--- config.mk ---
export PLATFORM = sky130hd
export DESIGN_NAME = reg_scoreboard_flat
export DESIGN_NICKNAME = d
export VERILOG_FILES = /design/src/rtl/reg_scoreboard_if.sv /design/src/rtl/reg_scoreboard.sv /design/src/flat_wrapper.sv
export SDC_FILE = /design/constraint.sdc
export NUM_CORES = 1
export LEC_CHECK = 0
export CAP_MARGIN = 20
export CORE_AREA = 3 3 65 67
export DETAILED_ROUTE_END_ITERATION = 8
export DIE_AREA = 0 0 68 70
export DONT_BUFFER_PORTS = 1
export GPL_TIMING_DRIVEN = 0
export HOLD_SLACK_MARGIN = 0.03
export PLACE_DENSITY_LB_ADDON = 0.2
export REMOVE_ABC_BUFFERS = 1
export SYNTH_ARGS = -nofsm -noshare
export SYNTH_HDL_FRONTEND = slang
export SYNTH_SLANG_ARGS = --single-unit
--- constraint.sdc ---
create_clock -name clk -period 4.5 [get_ports clk]
set_input_delay 0.9 -clock clk [delete_from_list [all_inputs] [get_ports clk]]
set_output_delay 0.9 -clock clk [all_outputs]
set_load 0.01 [all_outputs]
--- src/rtl/reg_scoreboard_if.sv ---
// Scoreboard port bundle: issue set, writeback clear, decode-stage source queries and status.
interface reg_scoreboard_if #(
  parameter int ID_W = 4
);
  localparam int N = 1 << ID_W;

  logic            flush;
  logic            set_en;
  logic [ID_W-1:0] set_id;
  logic            clr_en;
  logic [ID_W-1:0] clr_id;
  logic            rs_vld;
  logic [ID_W-1:0] rs_id;
  logic            rt_vld;
  logic [ID_W-1:0] rt_id;
  logic            rs_busy;
  logic            rt_busy;
  logic            stall;
  logic [N-1:0]    busy_vec;
  logic [ID_W:0]   busy_cnt;
  logic [N-1:0]    set_line;
  logic            err_clr_idle;

  modport master (
    output flush, set_en, set_id, clr_en, clr_id, rs_vld, rs_id, rt_vld, rt_id,
    input  rs_busy, rt_busy, stall, busy_vec, busy_cnt, set_line, err_clr_idle
  );

  modport slave (
    input  flush, set_en, set_id, clr_en, clr_id, rs_vld, rs_id, rt_vld, rt_id,
    output rs_busy, rt_busy, stall, busy_vec, busy_cnt, set_line, err_clr_idle
  );
endinterface

--- src/rtl/reg_scoreboard.sv ---
// Register-busy scoreboard; SCOREBOARD_BYPASS_EN lets a same-cycle writeback read not-busy.
// Latency: set/clear visible 1 cycle later; rs/rt busy and stall are combinational.
// Backpressure: none, every enable is accepted in its cycle; stall is the only throttle.
module reg_scoreboard #(
  parameter int ID_W     = 4,
  parameter int ZERO_REG = 1
) (
  input  logic            clk,
  input  logic            rst,
  reg_scoreboard_if.slave sb
);
  localparam int N = 1 << ID_W;

  logic [N-1:0]  set_dec;
  logic [N-1:0]  clr_dec;
  logic [N-1:0]  busy_next;
  logic [N-1:0]  busy_q;
  logic [N-1:0]  set_line_q;
  logic [ID_W:0] busy_cnt_q;
  logic          err_q;
  logic          err_next;
  logic          rs_busy_w;
  logic          rt_busy_w;

  function automatic logic [ID_W:0] popcnt(input logic [N-1:0] v);
    logic [ID_W:0] c;
    c = '0;
    for (int i = 0; i < N; i++) c = c + {{ID_W{1'b0}}, v[i]};
    return c;
  endfunction

  always_comb begin
    set_dec = '0;
    clr_dec = '0;
    if (sb.set_en) set_dec[sb.set_id] = 1'b1;
    if (sb.clr_en) clr_dec[sb.clr_id] = 1'b1;
    if (ZERO_REG != 0) begin
      set_dec[0] = 1'b0;
      clr_dec[0] = 1'b0;
    end
    busy_next = sb.flush ? '0 : ((busy_q & ~clr_dec) | set_dec);
  end

  // A set landing on the same id as the clear means a new producer, not a stray release.
  always_comb begin
    err_next = sb.clr_en & ~sb.flush & ~busy_q[sb.clr_id];
    if ((ZERO_REG != 0) && (sb.clr_id == '0)) err_next = 1'b0;
    if (sb.set_en && (sb.set_id == sb.clr_id)) err_next = 1'b0;
  end

  always_ff @(posedge clk or posedge rst) begin
    if (rst) begin
      busy_q     <= '0;
      busy_cnt_q <= '0;
      set_line_q <= '0;
      err_q      <= 1'b0;
    end else begin
      busy_q     <= busy_next;
      busy_cnt_q <= popcnt(busy_next);
      set_line_q <= sb.flush ? '0 : set_dec;
      err_q      <= err_next;
    end
  end

  always_comb begin
`ifdef SCOREBOARD_BYPASS_EN
    rs_busy_w = busy_q[sb.rs_id] & ~clr_dec[sb.rs_id];
    rt_busy_w = busy_q[sb.rt_id] & ~clr_dec[sb.rt_id];
`else
    rs_busy_w = busy_q[sb.rs_id];
    rt_busy_w = busy_q[sb.rt_id];
`endif
    if ((ZERO_REG != 0) && (sb.rs_id == '0)) rs_busy_w = 1'b0;
    if ((ZERO_REG != 0) && (sb.rt_id == '0)) rt_busy_w = 1'b0;
  end

  assign sb.rs_busy      = rs_busy_w;
  assign sb.rt_busy      = rt_busy_w;
  assign sb.stall        = (sb.rs_vld & rs_busy_w) | (sb.rt_vld & rt_busy_w);
  assign sb.busy_vec     = busy_q;
  assign sb.busy_cnt     = busy_cnt_q;
  assign sb.set_line     = set_line_q;
  assign sb.err_clr_idle = err_q;
endmodule

--- src/flat_wrapper.sv ---
// flat-port wrapper written by rule: the top's interface ports become plain ports
module reg_scoreboard_flat 
#(
  parameter int ID_W     = 4,
  parameter int ZERO_REG = 1
)
  (clk, rst, sb_flush, sb_set_en, sb_set_id, sb_clr_en, sb_clr_id, sb_rs_vld, sb_rs_id, sb_rt_vld, sb_rt_id, sb_rs_busy, sb_rt_busy, sb_stall, sb_busy_vec, sb_busy_cnt, sb_set_line, sb_err_clr_idle);
  reg_scoreboard_if #(.ID_W(ID_W)) sb_i ();
  input  logic clk;
  input  logic rst;
  input wire logic [$bits(sb_i.flush)-1:0] sb_flush;
  input wire logic [$bits(sb_i.set_en)-1:0] sb_set_en;
  input wire logic [$bits(sb_i.set_id)-1:0] sb_set_id;
  input wire logic [$bits(sb_i.clr_en)-1:0] sb_clr_en;
  input wire logic [$bits(sb_i.clr_id)-1:0] sb_clr_id;
  input wire logic [$bits(sb_i.rs_vld)-1:0] sb_rs_vld;
  input wire logic [$bits(sb_i.rs_id)-1:0] sb_rs_id;
  input wire logic [$bits(sb_i.rt_vld)-1:0] sb_rt_vld;
  input wire logic [$bits(sb_i.rt_id)-1:0] sb_rt_id;
  output wire logic [$bits(sb_i.rs_busy)-1:0] sb_rs_busy;
  output wire logic [$bits(sb_i.rt_busy)-1:0] sb_rt_busy;
  output wire logic [$bits(sb_i.stall)-1:0] sb_stall;
  output wire logic [$bits(sb_i.busy_vec)-1:0] sb_busy_vec;
  output wire logic [$bits(sb_i.busy_cnt)-1:0] sb_busy_cnt;
  output wire logic [$bits(sb_i.set_line)-1:0] sb_set_line;
  output wire logic [$bits(sb_i.err_clr_idle)-1:0] sb_err_clr_idle;
  assign sb_i.flush = sb_flush;
  assign sb_i.set_en = sb_set_en;
  assign sb_i.set_id = sb_set_id;
  assign sb_i.clr_en = sb_clr_en;
  assign sb_i.clr_id = sb_clr_id;
  assign sb_i.rs_vld = sb_rs_vld;
  assign sb_i.rs_id = sb_rs_id;
  assign sb_i.rt_vld = sb_rt_vld;
  assign sb_i.rt_id = sb_rt_id;
  assign sb_rs_busy = sb_i.rs_busy;
  assign sb_rt_busy = sb_i.rt_busy;
  assign sb_stall = sb_i.stall;
  assign sb_busy_vec = sb_i.busy_vec;
  assign sb_busy_cnt = sb_i.busy_cnt;
  assign sb_set_line = sb_i.set_line;
  assign sb_err_clr_idle = sb_i.err_clr_idle;
  reg_scoreboard #(.ID_W(ID_W), .ZERO_REG(ZERO_REG)) u_core (.clk(clk), .rst(rst), .sb(sb_i));
endmodule
== Word level (Yosys, flattened, before mapping) ==
Index checks and enable logic that the tools add are counted.
Word-level totals
  word-level logic and storage cells: 60
  input bits: 23
  register bits: 38
Operators by class
  bitwise logic cells: 10
  reduce and logical (&&, ||, !) cells: 6
  eq/ne operators: 1
  muxes and demuxes: 18
  magnitude comparators: 6
  $add $sub $neg: 15
Operators by type and width (number)
  adder 5 x 1 -> 5 bit: 14
  2-to-1 mux 16 bit: 4
  < comparator 4 x 5 -> 1 bit, second input constant: 4
  bitwise AND 16 bit: 1
  inverter 16 bit: 1
  bitwise OR 16 bit: 1
  binary-select mux 1 bit (select 4 bit): 3
  zero test 4 bit: 3
  2-to-1 mux 1 bit: 9
  demux 1 bit (select 4 bit): 2
  >= comparator 4 x 1 -> 1 bit, second input constant: 2
  bitwise AND 1 bit: 4
  == test 4 bit: 1
  logical AND 1 bit: 3
  adder 1 x 1 -> 2 bit: 1
  inverter 1 bit: 2
  bitwise OR 1 bit: 1

== Depth between registers and ports, before layout ==
Gate-level depths: netlist (run 1).
  depth in word-level cells: 24
  depth in mapped cells: 17
  mapped depth without buffers: 16

== Least setup slack after synthesis (run 1) ==
Ideal clock, no wire load.
  path type: input-to-reg
  start: input port sb_clr_id[1]
  end: register u_core.busy_cnt_q[1] (netlist: u_core.sb.busy_cnt[1])
  setup slack: -0.397 ns
  stages: 15
  buffers on the path: 1
  library setup time: 0.064 ns
  arrival time: 4.833 ns
  cells stage by stage: buf_2 > nand3b_1 > o311ai_0 > o21ai_0 > ha_1 > inv_1 > fa_1 > fa_1 > fa_1 > inv_1 > fa_1 > fa_1 > inv_1 > fa_1 > inv_1
Between the ends
  word-level cells in the longest chain between the ends: 24
  elaborated cells between the ends (all ways): 25
  classes of those cells: add/sub (15); order compare (2); mux (4); bitwise (3); reduce/logical (1)
Ends and longest elaborated chain
  start: declaration: line flat_wrapper.sv:15  | input wire logic [$bits(sb_i.clr_id)-1:0] sb_clr_id;
  < comparator 4 x 5 -> 1 bit (implied by the code) or >= comparator 4 x 1 -> 1 bit (tied branches): line reg_scoreboard.sv:36  | if (sb.clr_en) clr_dec[sb.clr_id] = 1'b1;
  logical AND 1 bit (implied by the code): line reg_scoreboard.sv:36
  2-to-1 mux 1 bit (implied by the code): line reg_scoreboard.sv:36
  demux 1 bit (select 4 bit) (*)
  2-to-1 mux 16 bit (*): line reg_scoreboard.sv:36
  inverter 16 bit (*): line reg_scoreboard.sv:41  | busy_next = sb.flush ? '0 : ((busy_q & ~clr_dec) | set_dec);
  bitwise AND 16 bit (*): line reg_scoreboard.sv:41
  bitwise OR 16 bit (*): line reg_scoreboard.sv:41
  2-to-1 mux 16 bit (*): line reg_scoreboard.sv:41
  named net u_core.busy_next[1]: line reg_scoreboard.sv:16  | logic [N-1:0] busy_next;
  adder 1 x 1 -> 2 bit (*): line reg_scoreboard.sv:28  | for (int i = 0; i < N; i++) c = c + {{ID_W{1'b0}}, v[i]};
  adder 5 x 1 -> 5 bit (*) (14 in a row): line reg_scoreboard.sv:28
  end signal: assignment: line reg_scoreboard.sv:59  | busy_cnt_q <= popcnt(busy_next);
  end: declaration: line reg_scoreboard.sv:19  | logic [ID_W:0] busy_cnt_q;
Mark *: on every way through the listed nets, which the timed path passes. The rest lies on a longest branch.

== Worst setup path in the final report (run 1) ==
  start: input port sb_clr_id[0]
  end: register u_core.busy_cnt_q[1] (netlist: u_core.sb.busy_cnt[1])
Between the ends
  elaborated cells between the ends (all ways): 25
  classes of those cells: add/sub (15); order compare (2); mux (4); bitwise (3); reduce/logical (1)
RTL lines (line)
  < comparator 4 x 5 -> 1 bit (implied by the code) or >= comparator 4 x 1 -> 1 bit (tied branches): reg_scoreboard.sv:36
  logical AND 1 bit (implied by the code): reg_scoreboard.sv:36
  2-to-1 mux 1 bit (implied by the code): reg_scoreboard.sv:36
  demux 1 bit (select 4 bit) (*)
  2-to-1 mux 16 bit (*): reg_scoreboard.sv:36
  inverter 16 bit (*): reg_scoreboard.sv:41
  bitwise AND 16 bit (*): reg_scoreboard.sv:41
  bitwise OR 16 bit (*): reg_scoreboard.sv:41
  2-to-1 mux 16 bit (*): reg_scoreboard.sv:41
  named net u_core.busy_next[6]: reg_scoreboard.sv:16
  adder 5 x 1 -> 5 bit (*) (10 in a row): reg_scoreboard.sv:28
Marked as above.

==> out/results.ini, run 1 <==
[status]
outcome = finished, final reports clean

[synthesis]
yosys.area.top_type_share = 0.428
synth_edf_count = 0
yosys.area.top_type = dfrtp_1
ys.flop_type = dfrtp_1
ys_ff_latch = 37
synthArstFlopShare = 1.00
syn_avg_cell_area_um2 = 11.5
yosysWarningCount = 0
yosysUniqueCellTypes = 41
synth_area_leaders = dfrtp_1 43%, fa_1 9.3%, mux4_2 6.2%
syn-cell-area_mm2 = 0.00216
syn_inst = 188
synth-seq-area-share = 0.428

[cells_and_area]
fin_util = 0.650
fillCellCount = 279
nNetsFinal = 233
antennaDiodeCount = 0
layout_commonest_cell = dfrtp_1
layout-drive-gt1-share = 0.194
areaGrowthSynthToFinish_pct = 10.8
layout_common_cells = 37 x dfrtp_1, 16 x nor2_1, 16 x inv_1

[setup_path]
worstPathRequired_ps = 4730
critPathMaxStageDelay_ps = 540
worst_ep_arrival_time_ps = 4700
critPathTopFamily = adder cells
cp_slowest_cell = fa_1
critPathLaunchType = input port
worst-path-buf-inv = 4
cp-end-kind = flop
crit_type = in -> reg
critPathMaxFanout = 10
crit_chain = nand3b_1 > or2_2 > a31o_2 > fa_1 > inv_1 > fa_1 > fa_1 > inv_1 > fa_1 > fa_2 > inv_2 > fa_2 > inv_2
cp_common_cell = fa_1

[timing]
fmax_ghz = 0.224
hold_viol_final = 0
post-route-period-util = 0.994
setup_viol = 0
slew_viol_final = 0
tightest_slew_ps = 605
period_minus_slack_ps = 4470
max-slew-margin-rel = 0.596
rsz0062_at_grt = true
skew_ps = 5.30

[power]
powerDensity_mw_per_mm2 = 292
p_sw_frac = 0.232
power_w = 0.000700
p_sw_w = 0.000162
internal_power_w = 0.000538
peakVddDrop_uv = 193
pwr-share-comb = 0.095
p_clk_frac = 0.401
p_leak_nw = 1.08
seqPwrFrac = 0.503

[cts]
cts.sinks = 37
cts_tree = built
cts_root_buf = clkbuf_8
cts.path.max_buffers = 2
clock_latency_ps = 290
numCtsBuffers = 5
clkTransAtPathRegs_ps = 70
htreeDepth = 2

[placed_design]
gp_congestion = 0.941
dp_hpwl_mm = 3.63
numPortBuffers = 0

[drt]
wl_mm = 4.95
drtPass1Iterations = 5
drc = 0
first_iter_violations = 152
vias = 1599
post_drt_via_cell_ratio = 6.55
drtAntennaViolNets = 0
avgRoutedWirePerCell_um = 20.3

[global_route]
grt_pass1_vias = 1610
grt_remaining_overflow = 0
grt_first_pass_wirelength_mm = 7.94
antenna_found_initial = 0
grt_max_degree = 24
grt_usage = 0.219

[floorplan]
num_rows = 22
fp.coreArea_mm2 = 0.00369
die_width_um = 68
initial_core_util = 0.586
io_pins = 64
dieHeight_um = 70
dieArea_mm2 = 0.00476

[worst_hold_path]
min_path_type = in -> async

[run]
maxCapViolCount = 0

[layout make-up]
class / instances / area, µm² / share of cell area
Clock buffer: 6 / 72.6 / 0.0303
Clock inverter: 2 / 38.8 / 0.0162
Inverter: 19 / 75.1 / 0.0313
Multi-Input combinational cell: 124 / 1150 / 0.479
Sequential cell: 37 / 926 / 0.386
Tap cell: 48 / 60.1 / 0.0251
Timing Repair Buffer: 7 / 72.6 / 0.0303
Timing Repair inverter: 1 / 5.00 / 0.00209
[final timing paths]
kind | start | slack, ps | depth (start not counted) | to
max | sb_clr_id[0] | 30 | 13 | u_core.sb.busy_cnt[1]
max reg2reg | u_core.sb.busy_vec[1] | 500 | 13 | u_core.sb.busy_cnt[1]
max in group asynchronous | rst | 3420 | 2 | u_core.sb.busy_cnt[4]
min reg2reg | u_core.sb.busy_vec[0] | 620 | 1 | u_core.sb.busy_vec[0]
min | rst | 570 | 1 | u_core.sb.set_line[5]
min in group clk | u_core.sb.busy_vec[0] | 620 | 1 | u_core.sb.busy_vec[0]
[per-layer routing]
layer / vias to the layer above / part of all wire / global-route usage
met2: 138 / 0.48 / 0.334
met4: 0 / 0.023 / 0.0795
met3: 16 / 0.12 / 0.0740
li1: 681 / - / -
met5: - / 0 / 0
met1: 764 / 0.37 / 0.286
[power by group through the flow]
stage / Clock [W] / Sequential, W / Combinational [W]
detailed placement: 0 / 0.000359 / 0.0000614
CTS: 0.000288 / 0.000352 / 0.0000645
global route: 0.000305 / 0.000353 / 0.0000750
global placement: 0 / 0.000359 / 0.0000573
finish: 0.000281 / 0.000352 / 0.0000669
floorplan: 0 / 0.000356 / 0.0000478
[cells in the mapped netlist (2+ instances only)]
| master | number |
|---|---|
| inv_1 | 19 |
| o311ai_0 | 3 |
| nor2b_1 | 4 |
| a31oi_1 | 2 |
| mux2i_1 | 7 |
| nor2_1 | 16 |
| nand2_1 | 8 |
| mux4_1 | 3 |
| o21ai_0 | 10 |
| xnor2_1 | 3 |
| xor2_1 | 3 |
| nand3_1 | 6 |
| a31o_2 | 4 |
| fa_1 | 10 |
| mux4_2 | 6 |
| nand2b_1 | 2 |
| nand3b_1 | 6 |
| buf_2 | 2 |
| nor3b_1 | 2 |
| dfrtp_1 | 37 |
| ha_1 | 5 |
| a21oi_1 | 2 |
| o211ai_1 | 8 |
| clkbuf_1 | 3 |
[per-stage QoR]
stage	cells	setup slack [ps]	TNS, ps	cell area (µm²)	hold WS [ps]
2_1_floorplan	180	-207	-694	2120	582
3_3_place_gp	228	-483	-1900	2180	604
3_5_place_dp	229	-547	-2170	2210	604
4_1_cts	241	15.9	0	2370	581
5_1_grt	244	-44.4	-74.7	2400	619
6_report	244	28.5	0	2400	565
[repair_timing]
item,CTS,global route
cloned,1,0
resized for setup,6,5
pin swaps,3,3
setup endpoints to repair,4,4
hold buffers,0,0
setup buffers,3,3
[cell families after synthesis]
family	Yosys count	share of synthesized area
buffers and inverters	27	0.0532
adder cells (fa/ha/maj)	15	0.121
AO/OA/AOI/OAI	36	0.116
multiplexers	17	0.136
XOR/XNOR	6	0.0243
flip-flops	37	0.428
AND/OR/NAND/NOR	49	0.119
other	1	0.00173
[flip-flops by register name, indices dropped and copies added (netlist names)]
name	flops
u_core.sb.set_line	15
u_core.sb.busy_cnt	5
u_core.sb.err_clr_idle	1
u_core.sb.busy_vec	16
(Power assumes the default switching activity.)
==> inputs of run 2 (changes only) <==
--- a/config.mk
+++ b/config.mk
@@ -10,7 +10,6 @@
 export DETAILED_ROUTE_END_ITERATION = 8
 export DIE_AREA = 0 0 68 70
 export DONT_BUFFER_PORTS = 1
-export GPL_TIMING_DRIVEN = 0
 export HOLD_SLACK_MARGIN = 0.03
 export PLACE_DENSITY_LB_ADDON = 0.2
 export REMOVE_ABC_BUFFERS = 1
==> run 2 against run 1 <==
Sequential share of layout area is 1.9 points lower. Sequential power barely moved. Routed wire length rose by 9.1%. Clock power fell by 17%. Global-route usage rose by 2.6 points. Worst hold slack got worse by 43 ps. Critical path type unchanged.
==> out/results.ini, run 2 (same netlist as run 1, synthesis figures left out) <==
[status]
outcome = finished, final reports clean

[cts]
htreeDepth = 2  ; unchanged
cts.path.max_buffers = 2  ; unchanged
clock_latency_ps = 290  ; about the same
cts_tree = built
clkTransAtPathRegs_ps = 80  ; about the same
numCtsBuffers = 5  ; unchanged
cts_hold_buf = 0  ; unchanged
cts.sinks = 37  ; unchanged
cts_root_buf = clkbuf_8

[cells_and_area]
seqCellArea_um2 = 926  ; unchanged
multiInputGateArea_mm2 = 0.00117  ; +1.7%
layout_commonest_cell = dfrtp_1
design_area_mm2 = 0.00252  ; +5.1%
largest_reg_flops = 16  ; unchanged
layout-drive-gt1-share = 0.274  ; +0.0805
fillCellCount = 277  ; -0.72%
layout_common_cells = 37 x dfrtp_1, 27 x buf_4, 17 x inv_1
areaGrowthSynthToFinish_pct = 16.4
antennaDiodeCount = 0  ; unchanged
nNetsFinal = 252  ; +8.2%

[run]
maxCapViolCount = 0  ; unchanged

[floorplan]
die_width_um = 68  ; unchanged
num_rows = 22  ; unchanged
io_pins = 64  ; unchanged
dieArea_mm2 = 0.00476  ; unchanged
dieHeight_um = 70  ; unchanged
initial_core_util = 0.586  ; unchanged
fp.coreArea_mm2 = 0.00369  ; unchanged

[timing]
setup_viol = 0  ; unchanged
fmax_ghz = 0.227  ; +1.5%
hold_viol_final = 0  ; unchanged
post-route-period-util = 0.979  ; -0.0146
max-slew-margin-rel = 0.648  ; +0.0517
period_minus_slack_ps = 4410  ; -65.7 ps
slew_viol_final = 0  ; unchanged
tightest_slew_ps = 528  ; -77.5 ps
finalWorstSetupSlack_ps = 94.2  ; +65.7 ps
skew_ps = 5.72  ; +0.420 ps
rsz0062_at_grt = true

[global_route]
antenna_found_initial = 0  ; unchanged
grt_remaining_overflow = 0  ; unchanged
grt_first_pass_wirelength_mm = 8.72  ; +9.9%
grt_pass1_vias = 1761  ; +9.4%
grt_max_degree = 24  ; unchanged
grt_usage = 0.244  ; +0.0255

[placed_design]
place_area_mm2 = 0.00237  ; +7.3%
gp_congestion = 0.959  ; +1.9%
dp_slack_ps = -472  ; +74.1 ps
dp_hpwl_mm = 4.12  ; +13%
numPortBuffers = 0  ; unchanged

[setup_path]
critPathMaxStageDelay_ps = 510  ; -30 ps
crit_cells = 14  ; +1
crit_chain = nand3b_1 > o311ai_2 > o21ai_2 > ha_1 > inv_2 > fa_1 > fa_1 > fa_1 > inv_1 > fa_1 > fa_2 > inv_2 > fa_2 > inv_1
critPathMaxFanout = 10  ; unchanged
crit_type = in -> reg
worst_ep_arrival_time_ps = 4650  ; -50 ps
ff2ff_path_depth = 11  ; -2
critPathTopFamily = adder cells
worstPathRequired_ps = 4740  ; about the same
worst-path-buf-inv = 4  ; unchanged
cp_common_cell = fa_1
cp-end-kind = flop
cp_slowest_cell = fa_1
critPathLaunchType = input port

[drt]
drtAntennaViolNets = 0  ; unchanged
avgRoutedWirePerCell_um = 20.5  ; +1.2%
drc = 0  ; unchanged
post_drt_via_cell_ratio = 6.42  ; -2.1%
drtPass1Iterations = 4  ; -1
first_iter_violations = 199  ; +31%
wl_mm = 5.40  ; +9.1%
vias = 1688  ; +5.6%

[power]
peakVddDrop_uv = 205  ; +6.2%
powerDensity_mw_per_mm2 = 262  ; -10%
power_w = 0.000660  ; -5.7%
p_leak_nw = 1.18  ; +8.9%

[worst_hold_path]
min_path_type = in -> async

==> run 2: changes by cell type in the layout (fill, tap and decap cells not counted), sizes merged <==
cell | before | now
inv | 18 | 19
clkinv | 1 | 3
bufinv | 1 | 0
buf | 7 | 27
clkbuf | 6 | 5
clkinvlp | 2 | 0
==> run 2: worst paths after layout <==
kind,from,end,slack [ps]
max,sb_clr_id[1],u_core.sb.busy_cnt[1],90
min,rst,u_core.sb.set_line[9],520
max reg2reg,u_core.sb.busy_vec[2],u_core.sb.busy_cnt[1],600
min reg2reg,u_core.sb.busy_vec[0],u_core.sb.busy_vec[0],620
max in group asynchronous,rst,u_core.sb.busy_vec[6],3280
min in group clk,u_core.sb.busy_vec[0],u_core.sb.busy_vec[0],620
==> run 2: per-layer routing <==
| metal | vias up | global-route usage | routed length, µm | part of all wire |
|---|---|---|---|---|
| met4 | 0 | 0.0817 | 94 | 0.017 |
| met2 | 116 | 0.376 | 2710 | 0.50 |
| li1 | 722 | - | - | - |
| met3 | 13 | 0.0756 | 596 | 0.11 |
| met1 | 837 | 0.325 | 2000 | 0.37 |
| met5 | - | 0 | 0 | 0 |
==> run 2: per-stage QoR <==
stage / TNS, ps / util / hold WS (ps) / std cells
6_report: 0 / 0.683 / 522 / 263
5_1_grt: -67.3 / 0.683 / 565 / 263
4_1_cts: 0 / 0.670 / 535 / 262
3_5_place_dp: -1790 / 0.642 / 600 / 253
3_3_place_gp: -1230 / 0.642 / 611 / 253
2_1_floorplan: -694 / - / 582 / 180
==> run 2: final cells by class <==
cell class | instances | area share
Timing Repair Buffer | 27 | 0.0805
Multi-Input combinational cell | 124 | 0.463
Clock inverter | 3 | 0.00894
Sequential cell | 37 | 0.368
Inverter | 19 | 0.0283
Clock buffer | 5 | 0.0273
Tap cell | 48 | 0.0238
==> run 2: power by group <==
part	leakage (nW)	switching (W)	internal, W	total [W]
combinational	0.615	0.0000384	0.0000350	0.0000734
clock	0.0481	0.000125	0.000110	0.000234
sequential	0.512	0.0000115	0.000341	0.000352
==> run 2: timing repair <==
item / CTS / global route
endpoints found under the setup margin: 4 / 4
setup buffers: 1 / 1
gates resized for setup: 5 / 11
pin swaps: 2 / 1
